**src/rtl/mult_sched.sv**
```systemverilog
// mult_sched: round-robin front end sharing one 2-stage pipelined
// signed multiplier among NREQ requesters, with a WAIT-state watchdog.
// Ports: clk, rst (async active-low); req_valid/req_ready/req_a/req_b
// request side (operand i at [i*WIDTH +: WIDTH]); resp_valid/resp_ready/
// resp_data/resp_err response side; mul_in_valid/mul_a/mul_b/mul_o/
// mul_out_valid multiplier side; busy; op_count (completed responses).
module mult_sched #(
  parameter int WIDTH   = 64,
  parameter int NREQ    = 4,
  parameter int TIMEOUT = 8
) (
  input  logic                  clk,
  input  logic                  rst,
  input  logic [NREQ-1:0]       req_valid,
  output logic [NREQ-1:0]       req_ready,
  input  logic [NREQ*WIDTH-1:0] req_a,
  input  logic [NREQ*WIDTH-1:0] req_b,
  output logic [NREQ-1:0]       resp_valid,
  input  logic [NREQ-1:0]       resp_ready,
  output logic [WIDTH-1:0]      resp_data,
  output logic                  resp_err,
  output logic                  mul_in_valid,
  output logic [WIDTH-1:0]      mul_a,
  output logic [WIDTH-1:0]      mul_b,
  input  logic [WIDTH-1:0]      mul_o,
  input  logic                  mul_out_valid,
  output logic                  busy,
  output logic [15:0]           op_count
);

  localparam int IW = (NREQ > 1) ? $clog2(NREQ) : 1;
  localparam int CW = $clog2(TIMEOUT);
  localparam logic [CW-1:0] TO_LAST = CW'(TIMEOUT - 1);

  typedef enum logic [2:0] {
    IDLE,
    ISSUE0,
    ISSUE1,
    WAIT,
    RESP
  } state_t;

  state_t           state_q;
  state_t           state_d;
  logic [IW-1:0]    rr_q;
  logic [IW-1:0]    g_q;
  logic [CW-1:0]    wd_q;
  logic [15:0]      cnt_q;
  logic [WIDTH-1:0] a_q;
  logic [WIDTH-1:0] b_q;
  logic [WIDTH-1:0] data_q;
  logic             err_q;

  logic             gnt_hit;
  logic [IW-1:0]    gnt_idx;
  logic [IW:0]      sum;
  logic [IW-1:0]    idx;
  logic             grant;
  logic             hs;

  // Search upward from rr_q with wrap; first valid requester wins.
  always_comb begin
    gnt_hit = 1'b0;
    gnt_idx = '0;
    sum     = '0;
    idx     = '0;
    for (int k = 0; k < NREQ; k++) begin
      sum = {1'b0, rr_q} + (IW+1)'(k);
      if (sum >= (IW+1)'(NREQ)) begin
        sum = sum - (IW+1)'(NREQ);
      end
      idx = sum[IW-1:0];
      if (!gnt_hit && req_valid[idx]) begin
        gnt_hit = 1'b1;
        gnt_idx = idx;
      end
    end
  end

  assign grant = (state_q == IDLE) && gnt_hit;
  assign hs    = (state_q == RESP) && resp_ready[g_q];

  always_comb begin
    state_d = state_q;
    unique case (state_q)
      IDLE:   if (gnt_hit) state_d = ISSUE0;
      ISSUE0: state_d = ISSUE1;
      ISSUE1: state_d = WAIT;
      WAIT: begin
        if (mul_out_valid || (wd_q == TO_LAST)) begin
          state_d = RESP;
        end
      end
      RESP:   if (resp_ready[g_q]) state_d = IDLE;
      default: state_d = IDLE;
    endcase
  end

  always_ff @(posedge clk or negedge rst) begin
    if (!rst) begin
      state_q <= IDLE;
      rr_q    <= '0;
      g_q     <= '0;
      wd_q    <= '0;
      cnt_q   <= '0;
      a_q     <= '0;
      b_q     <= '0;
      data_q  <= '0;
      err_q   <= 1'b0;
    end else begin
      state_q <= state_d;
      if (grant) begin
        a_q  <= req_a[int'(gnt_idx)*WIDTH +: WIDTH];
        b_q  <= req_b[int'(gnt_idx)*WIDTH +: WIDTH];
        g_q  <= gnt_idx;
        rr_q <= (gnt_idx == IW'(NREQ - 1)) ? '0 : gnt_idx + 1'b1;
      end
      if (state_q == ISSUE1) begin
        wd_q <= '0;
      end else if (state_q == WAIT) begin
        wd_q <= wd_q + 1'b1;
      end
      // A real result beats a timeout landing on the same cycle.
      if (state_q == WAIT) begin
        if (mul_out_valid) begin
          data_q <= mul_o;
          err_q  <= 1'b0;
        end else if (wd_q == TO_LAST) begin
          data_q <= '0;
          err_q  <= 1'b1;
        end
      end
      if (hs) begin
        cnt_q <= cnt_q + 16'd1;
      end
    end
  end

  assign req_ready    = grant ? (NREQ'(1) << gnt_idx) : '0;
  assign resp_valid   = (state_q == RESP) ? (NREQ'(1) << g_q) : '0;
  assign resp_data    = data_q;
  assign resp_err     = err_q;
  assign mul_in_valid = (state_q == ISSUE0) || (state_q == ISSUE1);
  assign mul_a        = a_q;
  assign mul_b        = b_q;
  assign busy         = (state_q != IDLE);
  assign op_count     = cnt_q;

endmodule

```
**config.mk**
```make
export PLATFORM = sky130hd
export DESIGN_NAME = mult_sched
export DESIGN_NICKNAME = d
export VERILOG_FILES = /design/src/rtl/mult_sched.sv
export SDC_FILE = /design/constraint.sdc
export NUM_CORES = 1
export LEC_CHECK = 0
export BUFFER_PORTS_ARGS = -buffer_cell sky130_fd_sc_hd__buf_2
export CORE_AREA = 2 2 311 313
export DETAILED_ROUTE_END_ITERATION = 6
export DIE_AREA = 0 0 313 315
export PLACE_DENSITY = 0.4
export SLEW_MARGIN = 20
export SYNTH_ARGS = -nofsm -noshare
export SYNTH_HDL_FRONTEND = slang
export SYNTH_SLANG_ARGS = --single-unit
```
**constraint.sdc**
```tcl
create_clock -name clk -period 2.7 [get_ports clk]
set_input_delay 0.54 -clock clk [delete_from_list [all_inputs] [get_ports clk]]
set_output_delay 0.54 -clock clk [all_outputs]
set_load 0.005 [all_outputs]
```
Word level (Yosys, flattened, before mapping)
Index checks and enable logic that the tools add are counted.
{"block": "totals", "ff_bits": 219, "latchBits": 0, "ram_bits": 0, "rom_bits": 0, "out_inout_bits": 219, "word_cells": 92, "memories": 0}
{"block": "op_classes", "n_addsub": 10, "multipliers": 0, "n_div": 0, "magnitude_cmp": 9, "n_eq_ne": 9, "n_shift": 4, "muxes": 35, "bitwise_logic": 0, "n_reduce_logical": 16}
{"op": "$shiftx A256 B9 Y64", "count": 2}
{"op": "$mux W64", "count": 2}
{"op": "$mux W2", "count": 9}
{"op": "$add A16 B1 Y16 const B", "count": 1}
{"op": "$lt A2 B3 Y1 const B", "count": 5}
{"op": "$mux W3", "count": 5}
{"op": "$pmux W3 S5", "count": 1}
{"op": "$mux W1", "count": 11}
{"op": "$bmux W1 S2", "count": 5}
{"op": "$ge A3 B3 Y1 const B", "count": 3}
{"op": "$mux W4", "count": 2}
{"op": "$shl A1 B2 Y4 const A", "count": 2}
{"op": "$sub A2 B1 Y2 const B", "count": 4}
{"op": "$add A2 B2 Y3 const B", "count": 2}
{"op": "$eq A3 B2 Y1 const B", "count": 2}
{"op": "$eq A3 B3 Y1 const B", "count": 2}
{"op": "$logic_and A1 B1 Y1", "count": 5}
{"op": "$ne A2 B2 Y1 const B", "count": 2}
{"op": "$reduce_bool A2 Y1", "count": 2}
{"op": "$add A2 B1 Y3 const B", "count": 1}
{"op": "$add A3 B1 Y3 const B", "count": 1}
{"op": "$eq A3 B1 Y1 const B", "count": 1}
{"op": "$ge A2 B3 Y1 const B", "count": 1}
{"op": "$logic_not A1 Y1", "count": 3}
{"op": "other kinds (8)", "count": 9}

Logic depth before layout (Yosys ltp)
Gate-level depths: netlist of the first run.
{"block": "logic_depth", "depth_word": 16, "ltp_mapped": 8, "mapped_depth_nobuf": 6}

Worst setup path after synthesis of the first run
Ideal clock, no wire load.
{"block": "synth_path", "kind": "input to output", "start": "in req_valid[0]", "end": "out req_ready[3]", "t_arrival_ns": 1.829, "path_slack_ns": 0.331, "path_stages": 7, "n_path_buf": 2, "path_cell_list": "or3b_2 o221ai_2 inv_2 buf_6 buf_2 ha_1 and3_1"}
{"block": "synth_via", "elab_chain_len": 14, "elab_cells_between_ends": 25, "classes_between": "shift: 1; mux: 17; reduce/logical: 7"}
{"element": "start: declaration", "line_no": "14", "rtl": "input logic [NREQ-1:0] req_valid,"}
{"element": "$bmux W1 S2", "line_no": "73", "rtl": "if (!gnt_hit && req_valid[idx]) begin"}
{"element": "$mux W1 (implied by the code)", "line_no": "73"}
{"element": "$mux W1", "line_no": "73"}
{"element": "$logic_not A1 Y1", "line_no": "73"}
{"element": "$logic_and A1 B1 Y1", "line_no": "73"}
{"element": "$mux W1", "line_no": "73"}
{"element": "$logic_not A1 Y1", "line_no": "73"}
{"element": "$logic_and A1 B1 Y1", "line_no": "73"}
{"element": "$mux W1", "line_no": "73"}
{"element": "$logic_not A1 Y1", "line_no": "73"}
{"element": "$logic_and A1 B1 Y1", "line_no": "73"}
{"element": "$mux W2 or $mux W1 (tied branches)", "line_no": "73"}
{"element": "$shl A1 B2 Y4 or $logic_and A1 B1 Y1 (tied branches)", "line_no": "139, 80"}
{"element": "$mux W4 (*)", "line_no": "139", "rtl": "assign req_ready = grant ? (NREQ'(1) << gnt_idx) : '0;"}
{"element": "end: declaration", "line_no": "15", "rtl": "output logic [NREQ-1:0] req_ready,"}
Mark *: on every way between the ends. The rest lies on a longest branch, timed or not. The select of a mux whose other input is x is not followed.

Worst setup path in the final report of the first run
{"block": "layout_path", "start": "reg rr_q[1]", "end": "out req_ready[3]"}
{"block": "layout_via", "elab_chain_len": 16, "elab_cells_between_ends": 40, "classes_between": "add/sub: 7; order compare: 4; shift: 1; mux: 21; reduce/logical: 7"}
{"element": "start: declaration", "line_no": "45", "rtl": "logic [IW-1:0] rr_q;"}
{"element": "start signal: assignment", "line_no": "116", "rtl": "rr_q <= (gnt_idx == IW'(NREQ - 1)) ? '0 : gnt_idx + 1'b1;"}
{"element": "parallel branches: the longest is 15 deep, another holds $add A2 B1 Y3"}
{"element": "$mux W4 (*)", "line_no": "139"}
Every way passes the cells marked *. The select of a mux whose other input is x is not followed.

==> out/qor.txt, run 1 <==
status - finished, final reports clean
Syn Area/Cell - 8.255 um2
DR top layer - met5
CTS Buf Count - 30
Remaining Overflow, GRT - 0
post-synthesis xor/xnor area fraction - 1.207%
VDD IR max - 0.0005032 V
initial antenna violation count - 13
drt pass-1 iters - 5
Primary FF master, synth - dfrtp_1
post-route ant nets - 0
internal power - 11.55 mW
Net Switching - 7.267 mW
CP Data Required Time - 2.16 ns
Multi-input gate area - 0.005673 mm2
Skew-Pair Late Insertion Delay - 0.60 ns
critical path endpoint category - output pin
sequential cell area - 0.005487 mm2
Synth top area share - 47.18%
Synth Area in Simple Gates - 19.84%
final hold vios - 0
fin nets - 2831
Max Slew Vio Count - 0
vias in the first global route - 14272
DRC - 0
leakage - 10.37 nW
Met2 Wirelength - 31.91 mm
crit-path leading delay family - flip-flops
Port Buffer Count - 805
Synth Area in Compound Gates - 26.19%
worst path arrival time - 2.15 ns
combinational family with the most area after synthesis - compound AO/OA/AOI/OAI gates
Max stage delay on crit path - 0.46 ns
Avg Vias per Cell - 3.874
critical path's slowest cell - dfrtp_2
first-pass GRT wire length - 90.96 mm
Inst Count DP - 3466
Root Buffer - clkbuf_16
area post-placement - 0.01770 mm2
post-synthesis mux area share - 0.2909%
clk sinks - 219
drt wl/cell - 18.10 um
register clock-pin slew on the reported worst setup and hold paths - 0.06 ns
synth unique cells - 40
Post-Route M1 WL - 25.35 mm
synthesized cell area - 0.01161 mm2
count leader, synth - nand2_1
layout cell share with drive strength beyond 1 - 43.75%
Initial Util - 12.14%
Hold WC Path Type - in2reg
gr usage total - 12.10%
Syn Nets - 1998
setup TNS - 0 ns
met3 WL - 5.062 mm
Via Count - 13719
fin crit period - 2.693 ns
FP Rows - 114
Die Ht - 315 um
Slew HR - 53.41%
htree depth - 1
Setup violations, final - 0
maximum fanout along the worst path - 6
CTS tree - yes
DPL Wire Length - 49.41 mm
switching share of power - 38.62%
Post-synth top cells - nand2_1, a21oi_1, dfrtp_1
YS warnings - 0
Comb power frac - 46.3%
Final Core Density - 19.92%
Longest Clk Path Bufs - 3
CP Class - reg2out
Seq cells post-synth - 219
Core Region - 0.09571 mm2
Flop pwr share - 30.0%
synth top area cells - dfrtp_1, nand2_1, a21oi_1
RSZ-0062 raised after global routing - true
routed wire length - 64.11 mm
clock share of power - 23.7%
Pwr Density - 986.9 mW/mm2
Syn Inst Count - 1407
largest net degree at the start of global routing - 94
Tcrit/Tclk final - 99.76%
Worst Path Buf+Inv - 2
largest area contributor in the netlist - dfrtp_1
DRT iter0 DRCs - 762
Filler cells - 10984
Worst-Margin Slew - 0.6988 ns
I/O pins - 806
GP Congestion - 0.9100
sequential fraction of the synthesis area - 47.18%
Post-synth EDFFs - 0
Max Cap Viol - 0
CP startpoint kind - flip-flop
Finished Cell Area - 0.01907 mm2
chip width - 313 um
Finished Layout Cells - 3541
Synth Area in Adders - 0.4309%
CP cell instances - mux2_4 > o221ai_4 > inv_8 > ha_4 > and3_4 > buf_6
area of the die - 0.09860 mm2
skew final - 0.02115 ns
Post-synth ARST share - 100.0%
area delta synth->final - 64.15%
f_max - 371.3 MHz
==> stage by stage <==
| stage | setup WS, ns | power, mW | hold slack, ns |
|---|---|---|---|
| CTS | -0.06422 | 19.07 | 0.1074 |
| global placement | 0.1988 | 14.29 | 0.4642 |
| floorplan | 0.3311 | 9.844 | 0.2444 |
| detailed placement | 0.1825 | 14.23 | 0.4577 |
| global route | -0.08800 | 20.19 | 0.1121 |
| finish | 0.006590 | 18.82 | 0.1532 |
==> path summary, 6_finish.rpt <==
check / start / endpoint / slack, ns / cells past startpoint
worst max-delay path: rr_q[1] / req_ready[3] / 0.007 / 6
worst min-delay path: mul_o[10] / resp_data[10] / 0.15 / 2
worst min register to register: op_count[15] / op_count[15] / 0.47 / 1
min in group asynchronous: rst / mul_b[62] / 0.51 / 2
worst max register to register: rr_q[1] / mul_b[30] / 0.29 / 9
max in group asynchronous: rst / mul_a[24] / 1.44 / 3
==> state kept, by name (all words and copies together) (netlist names) <==
register   count
g_q            2
mul_a         64
mul_b         64
op_count      16
resp_data     64
resp_err       1
rr_q           2
state_q        3
wd_q           3
==> layout make-up <==
| cell class | count | share of cell area, % |
|---|---|---|
| Inverter | 5 | 0.1378 |
| Antenna cell | 2 | 0.02625 |
| Timing Repair Buffer | 916 | 27.23 |
| Clock inverter | 13 | 1.148 |
| Multi-Input combinational cell | 1068 | 29.75 |
| Clock buffer | 42 | 4.548 |
| Sequential cell | 219 | 28.78 |
| Tap cell | 1276 | 8.374 |
==> per-layer routing <==
| metal | vias to the layer above | global-route usage, % |
|---|---|---|
| li1 | 6525 | - |
| met4 | 6 | 3.578 |
| met1 | 6509 | 14.10 |
| met2 | 590 | 21.57 |
| met3 | 89 | 3.256 |
| met5 | - | 0 |
==> timing repair <==
item	4_1_cts	5_1_grt
endpoints found under the hold margin	49	0
hold buffers	1	0
resized for setup	17	7
endpoints found under the setup margin	4	5
gates cloned	1	1
pin swaps	3	5
setup buffers	8	7
==> worst reg2reg max path: stages, from the launching register on <==
cell and delay, ns:
dfrtp_2 0.46, mux2_4 0.33, o221ai_4 0.27, buf_4 0.18, buf_12 0.13, buf_12 0.23
buf_4 0.35, nand2_1 0.14, a21oi_1 0.17, a211o_1 0.10
==> cell families after synthesis <==
logic type / after synthesis
adders and majority gates: 4
xor gates and xnor gates: 16
muxes: 2
DFF: 219
and+or+nand+nor: 587
AOI/OAI and AO/OA: 459
buffers and inverters: 120
==> layout by cell type, fill, tap and decap left out, drive strengths merged, types with 3 or more instances in the layout <==
master,n
a211o,128
a21oi,259
a22o,64
and2,3
and3,8
buf,913
bufinv,6
clkbuf,43
clkinv,7
dfrtp,219
ha,4
inv,5
nand2,539
nand3,9
nor2,12
nor2b,3
nor3,4
o21ai,3
xnor2,15
==> power by group through the flow <==
stage               logic, mW  clock network (mW)  registers, mW
floorplan                4.24                   0           5.60
global placement         8.59                   0           5.70
detailed placement       8.57                   0           5.66
CTS                      8.79                4.64           5.64
global route             9.60                4.79           5.81
finish                   8.71                4.46           5.64
(Power assumes the default switching activity.)
==> run 2: changes to the inputs <==
Settings changed: ABC_AREA set to 1, CORE_AREA 2 2 311 313 to 2 2 315 317, DIE_AREA 0 0 313 315 to 0 0 317 319, PLACE_DENSITY 0.4 to 0.43.
==> run 2 against run 1 <==
Compared with the run above: the flow now finishes with violations (setup timing); combinational power rose to 2.5 times the previous value; fmax decreased by 8.5%; wire length grew 18%; critical path depth grew 5; cell count increased by 28%; highest routed layer unchanged; worst setup slack worse by 0.25 ns; global-route usage rose by 2.2 points; critical path type unchanged; utilization is 3.0 points higher; final area up 17%; die area grew 2.6%.
==> out/qor.txt, run 2 <==
RSZ-0062 raised after global routing - true
f_max - 339.6 MHz (-8.5%)
CP Class - reg2out
CP startpoint kind - flip-flop
Avg Vias per Cell - 3.944 (+1.8%)
FP Rows - 115 (+0.88%)
Synth top area share - 36.17% (-11 points)
Port Buffer Count - 805 (unchanged)
YS warnings - 0 (unchanged)
first element of the critical path - rr_q[0]
chip width - 317 um (+1.3%)
setup slack, reg-to-reg - 0.17 ns (-0.12 ns)
area of the die - 0.1011 mm2 (+2.6%)
routed wire length - 75.82 mm (+18%)
layout cell share with drive strength beyond 1 - 30.99% (-13 points)
Post-synth EDFFs - 0 (unchanged)
Remaining Overflow, GRT - 0 (unchanged)
Longest Clk Path Bufs - 3 (unchanged)
Comb power frac - 68.9% (+23 points)
VDD IR max - 0.0008282 V (+65%)
Via Count - 17849 (+30%)
CTS Buf Count - 30 (unchanged)
commonest non-fill, non-tap cell in the layout - nand2_1
overall power - 31.62 mW (+68%)
Setup violations, final - 4 (+4)
hold wc startpoint - mul_o[32]
reg2reg path depth - 15 (+6)
Post-synth ARST share - 100.0% (unchanged)
clock share of power - 13.0% (-11 points)
Post-synth top cells - nand2_1, inv_1, nand3_1
DRC - 0 (unchanged)
register clock-pin slew on the reported worst setup and hold paths - 0.06 ns (about the same)
Primary FF master, synth - dfrtp_1
GP Congestion - 0.8364 (-8.1%)
DRT iter0 DRCs - 860 (+13%)
drt pass-1 iters - 4 (-1)
largest area contributor in the netlist - dfrtp_1
Hold WC Path Type - in2reg
Finished Cell Area - 0.02239 mm2 (+17%)
Root Buffer - clkbuf_16
gr usage total - 14.27% (+2.2 points)
Die Ht - 319 um (+1.3%)
sequential fraction of the synthesis area - 36.17% (-11 points)
htree depth - 1 (unchanged)
Skew-Pair Late Insertion Delay - 0.62 ns (+0.02 ns)
initial antenna violation count - 32 (+19)
Final WS setup - -0.2449 ns (-0.2515 ns)
synthesized cell area - 0.01515 mm2 (+30%)
Slew HR - 57.55% (+4.1 points)
critical path endpoint category - output pin
WHS Path Cells - 2 (unchanged)
area post-placement - 0.02111 mm2 (+19%)
Initial Util - 15.51% (+3.4 points)
internal power - 15.35 mW (+33%)
fin nets - 3797 (+34%)
switching share of power - 51.46% (+13 points)
FF-to-FF End - mul_a[55]
Seq cells post-synth - 219 (unchanged)
Syn Nets - 3024 (+51%)
I/O pins - 806 (unchanged)
area delta synth->final - 47.74%
Worst-Margin Slew - 0.6367 ns (-0.06210 ns)
CTS tree - yes
leakage - 13.95 nW (+35%)
skew final - 0.02427 ns (+0.003122 ns)
largest net degree at the start of global routing - 106 (+13%)
Max Slew Vio Count - 0 (unchanged)
Syn Area/Cell - 6.228 um2 (-25%)
clk sinks - 219 (unchanged)
vias in the first global route - 17953 (+26%)
status - finished with violations
synth unique cells - 32 (-20%)
Tcrit/Tclk final - 109.1% (+9.3 points)
Flop pwr share - 18.2% (-12 points)
Core Region - 0.09770 mm2 (+2.1%)
Max Cap Viol - 0 (unchanged)
final hold vios - 0 (unchanged)
maximum fanout along the worst path - 7 (+1)
Syn Inst Count - 2433 (+73%)
drt wl/cell - 16.75 um (-7.5%)
DPL Wire Length - 59.67 mm (+21%)
worst path arrival time - 2.40 ns (+0.25 ns)
fin crit period - 2.945 ns (+0.2515 ns)
RR Startpoint - rr_q[0]
Pwr Density - 1412 mW/mm2 (+43%)
most frequent cells in the layout - nand2_1, buf_2, inv_1
Net Switching - 16.27 mW (+120%)
failing checks - setup timing
first-pass GRT wire length - 110.1 mm (+21%)
count leader, synth - nand2_1
CP Data Required Time - 2.16 ns (about the same)
Min-Delay Endpoint - resp_data[32]
post-route ant nets - 0 (unchanged)
synth top area cells - dfrtp_1, nand2_1, nand3_1
## run 2: cell types whose count changed in the layout (fill, tap and decap cells not counted), moves of 7 or more
cell,before,now
buf_4,87,58
nand3_1,8,527
a21oi_1,259,1
diode_2,2,9
buf_12,18,29
xnor2_1,15,5
nand2_2,0,10
inv_1,4,540
a211o_1,128,0
nand2_1,538,823
inv_2,0,7
nor3_1,2,10
## run 2: metrics by stage
stage	setup TNS [ns]	util (%)	std cells	hold WS, ns	worst slack [ns]
2_1_floorplan	0	-	2433	0.2444	0.3266
3_3_place_gp	0	21.61	4453	0.4590	0.1296
3_5_place_dp	0	21.61	4453	0.4598	0.1576
4_1_cts	-1.002	22.83	4517	0.07959	-0.2649
5_1_grt	-1.416	22.90	4522	0.1182	-0.3655
6_report	-0.9075	22.91	4526	0.1426	-0.2449
## run 2: repair_timing
action	in CTS	in global routing
pin swaps	15	9
buffers inserted	6	0
gates resized for setup	32	15
setup endpoints to repair	4	4
hold buffers	1	0
cloned	1	0
hold endpoints to repair	47	0
## run 2: area by class of cell
class                   instances  area [um2]
fillers                     11223       75310
multi-input cells            1508        7073
flip-flops and latches        219        5483
repair buffers                895        5087
inverters                     551        2081
well taps                    1287        1610
clock buffers                  43       899.6
clock inverters                13       123.9
diodes                          9       22.52
repair inverters                1       7.507
## run 2: routing by layer
layer | up-vias | GRT usage (%) | wire, um
li1 | 8920 | - | -
met1 | 8115 | 15.81 | 29580
met2 | 636 | 25.76 | 37450
met3 | 138 | 4.513 | 6386
met4 | 40 | 4.161 | 2136
met5 | - | 0 | 265
## run 2: critical path, stage by stage, from the launching register on
cell     delay [ns]
dfrtp_2        0.45
buf_6          0.17
nand2_2        0.09
nand3_4        0.10
nand2_4        0.08
nor2_4         0.17
nand3_4        0.11
nand2_8        0.10
nand2_8        0.06
buf_4          0.15
nor3_1         0.16
buf_2          0.15
## run 2: power groups by stage
| stage | registers, mW | clock network, mW | logic (mW) |
|---|---|---|---|
| 2_1_floorplan | 5.82 | 0 | 12.9 |
| 3_3_place_gp | 5.76 | 0 | 21.8 |
| 3_5_place_dp | 5.75 | 0 | 21.8 |
| 4_1_cts | 5.76 | 4.29 | 22.2 |
| 5_1_grt | 5.94 | 4.39 | 24.6 |
| 6_report | 5.75 | 4.10 | 21.8 |
## run 2: worst max-delay path by stage
stage	to	slack [ns]	cells past startpoint
floorplan	req_ready[3]	0.33	14
detailed placement	mul_a[55]	0.16	15
global placement	req_ready[3]	0.13	14
CTS	req_ready[3]	-0.26	14
finish	req_ready[1]	-0.24	11
global route	req_ready[3]	-0.37	14
## run 2: kinds of logic (layout without fill, tap and decap cells)
logic type / count (synthesis) / count (layout) / synth area share (%)
XOR/XNOR: 12 / 12 / 0.6936
buffers and inverters: 706 / 1503 / 18.54
adder cells (fa/ha/maj): 4 / 4 / 0.3303
other: 0 / 9 / 0
AO/OA/AOI/OAI: 80 / 80 / 4.294
flip-flops: 219 / 219 / 36.17
AND/OR/NAND/NOR: 1412 / 1412 / 39.98
==> run 3: changes to the inputs <==
Settings changed: MAX_ROUTING_LAYER set to met4.
==> run 3 against run 2 <==
Compared with the run above: utilization about the same; largest cell class unchanged; flip-flop and latch count unchanged; combinational power about the same; final area up 0.20%; largest power group unchanged; first-iteration DRC count decreased by 6.9%; the flow still finishes with violations (setup timing); non-clock buffer count stayed put.
==> out/qor.txt, run 3 (synthesis results as in run 2) <==
f_max - 338.1 MHz (-0.44%)
Core Region - 0.09770 mm2 (unchanged)
fin crit period - 2.958 ns (+0.01294 ns)
Setup violations, final - 4 (unchanged)
CTS tree - yes
DRC - 0 (unchanged)
htree depth - 1 (unchanged)
Remaining Overflow, GRT - 0 (unchanged)
chip width - 317 um (unchanged)
Tcrit/Tclk final - 109.6% (+0.48 points)
critical path's slowest cell - dfrtp_2
failing checks - setup timing
crit-path leading delay family - simple AND/OR/NAND/NOR gates
final hold vios - 0 (unchanged)
area of the die - 0.1011 mm2 (unchanged)
Port Buffer Count - 805 (unchanged)
Root Buffer - clkbuf_16
VDD IR max - 0.0008221 V (-0.73%)
critical path endpoint category - output pin
Max stage delay on crit path - 0.45 ns (about the same)
DPL Wire Length - 59.67 mm (unchanged)
RR Startpoint - rr_q[0]
register clock-pin slew on the reported worst setup and hold paths - 0.06 ns (about the same)
largest net degree at the start of global routing - 106 (unchanged)
Skew-Pair Late Insertion Delay - 0.61 ns (about the same)
Multi-input gate area - 0.007073 mm2 (unchanged)
gr usage total - 14.68% (+0.41 points)
most frequent cells in the layout - nand2_1, buf_2, inv_1
Crit path depth - 13 (+2)
Max Cap Viol - 0 (unchanged)
layout cell share with drive strength beyond 1 - 30.99% (unchanged)
Max Slew Vio Count - 0 (unchanged)
sequential cell area - 0.005483 mm2 (unchanged)
Final Core Density - 22.96% (+0.046 points)
Setup Slack @ Placement - 0.1576 ns (unchanged)
worst path arrival time - 2.42 ns (+0.02 ns)
Avg Vias per Cell - 3.912 (-0.81%)
CP cell instances - buf_6 > nand2_2 > nand3_4 > nand2_4 > nor2_4 > nand2_2 > nor2_4 > inv_2 > nand2_8 > ha_4 > inv_2 > nor2_2 > buf_2
Final WS setup - -0.2579 ns (-0.01294 ns)
Die Ht - 319 um (unchanged)
maximum fanout along the worst path - 7 (unchanged)
DRT iter0 DRCs - 801 (-6.9%)
post-route ant nets - 0 (unchanged)
RSZ-0062 raised after global routing - true
first-pass GRT wire length - 109.9 mm (-0.17%)
status - finished with violations
commonest non-fill, non-tap cell in the layout - nand2_1
setup TNS - -0.9335 ns (-0.02601 ns)
I/O pins - 806 (unchanged)
FP Rows - 115 (unchanged)
Pwr Density - 1408 mW/mm2 (-0.29%)
area delta synth->final - 48.04%
Hold WC Path Type - in2reg
drt pass-1 iters - 5 (+1)
Worst Path Buf+Inv - 4 (+1)
fin nets - 3797 (unchanged)
Longest Clk Path Bufs - 3 (unchanged)
drt wl/cell - 16.66 um (-0.57%)
first element of the critical path - rr_q[0]
reg2reg path depth - 15 (unchanged)
CP Data Required Time - 2.16 ns (about the same)
hold wc startpoint - mul_o[32]
leakage - 13.95 nW (about the same)
Worst-Margin Slew - 0.6421 ns (+0.005366 ns)
FF-to-FF End - mul_a[55]
clk sinks - 219 (unchanged)
GP Congestion - 0.8493 (+1.5%)
setup slack, reg-to-reg - 0.16 ns (about the same)
Filler cells - 11215 (-0.071%)
Slew HR - 57.19% (-0.36 points)
CP Class - reg2out
skew final - 0.02443 ns (+0.0001578 ns)
routed wire length - 75.69 mm (-0.17%)
final hold slack - 0.1433 ns (+0.0006600 ns)
CP startpoint kind - flip-flop
crit path to - req_ready[3]
Via Count - 17774 (-0.42%)
Initial Util - 15.51% (unchanged)
vias in the first global route - 17992 (+0.22%)
CTS Buf Count - 30 (unchanged)
initial antenna violation count - 32 (unchanged)
## run 3: cell types whose count changed in the layout (fill, tap and decap cells not counted)
cell and change:
diode_2 +18
## run 3: stage by stage
stage	power, mW	area [um2]	instances
after floorplan	18.71	15150	2433
after global placement	27.61	21110	4453
after detailed placement	27.51	21110	4453
after CTS	32.21	22300	4517
after global routing	34.90	22430	4544
final	31.59	22430	4544
## run 3: worst min path at each step
stage          depth (start not counted)       endpoint
3_3_place_gp                           2      mul_a[27]
3_5_place_dp                           2      mul_b[18]
4_1_cts                                2  resp_data[32]
2_1_floorplan                          0         g_q[0]
6_report                               2  resp_data[32]
5_1_grt                                2  resp_data[17]
## run 3: layout make-up
cell class	instances	share of cell area (%)
Antenna cell	27	0.3012
Sequential cell	219	24.44
Timing Repair inverter	1	0.03347
Multi-Input combinational cell	1508	31.53
Clock buffer	43	4.010
Timing Repair Buffer	895	22.68
Clock inverter	13	0.5522
Inverter	551	9.275
Tap cell	1287	7.178
## run 3: worst reg2reg max path, cell delays in order (launching register included)
cell	delay, ns
dfrtp_2	0.45
buf_6	0.17
nand2_2	0.09
nand3_4	0.10
nand2_4	0.08
nor2_4	0.18
nand3_4	0.11
nand2_8	0.10
buf_4	0.14
buf_12	0.23
buf_4	0.34
nand3_1	0.09
nand3_1	0.18
nand2_1	0.07
nand2_1	0.05
nand2_1	0.05
## run 3: where the power goes
group / switching (mW) / internal, mW / total [mW]
Clock: 1.70 / 2.41 / 4.10
Combinational: 13.7 / 8.06 / 21.7
Sequential: 0.868 / 4.88 / 5.75
## run 3: what timing repair did
| action | in CTS | in global routing |
|---|---|---|
| buffers inserted | 6 | 0 |
| hold buffers | 1 | 0 |
| pin swaps | 15 | 9 |
| endpoints found under the hold margin | 47 | 0 |
| gates cloned | 1 | 0 |
| endpoints found under the setup margin | 4 | 4 |
| gates resized for setup | 32 | 15 |
## run 3: per-layer routing
metal	track usage [%]	share of wire, %	vias up	routed length [um]
met5	-	0	-	0
met2	25.75	49	626	37430
li1	-	-	8951	-
met1	15.92	40	8104	29940
met3	4.318	8.3	93	6311
met4	4.172	2.7	0	2014
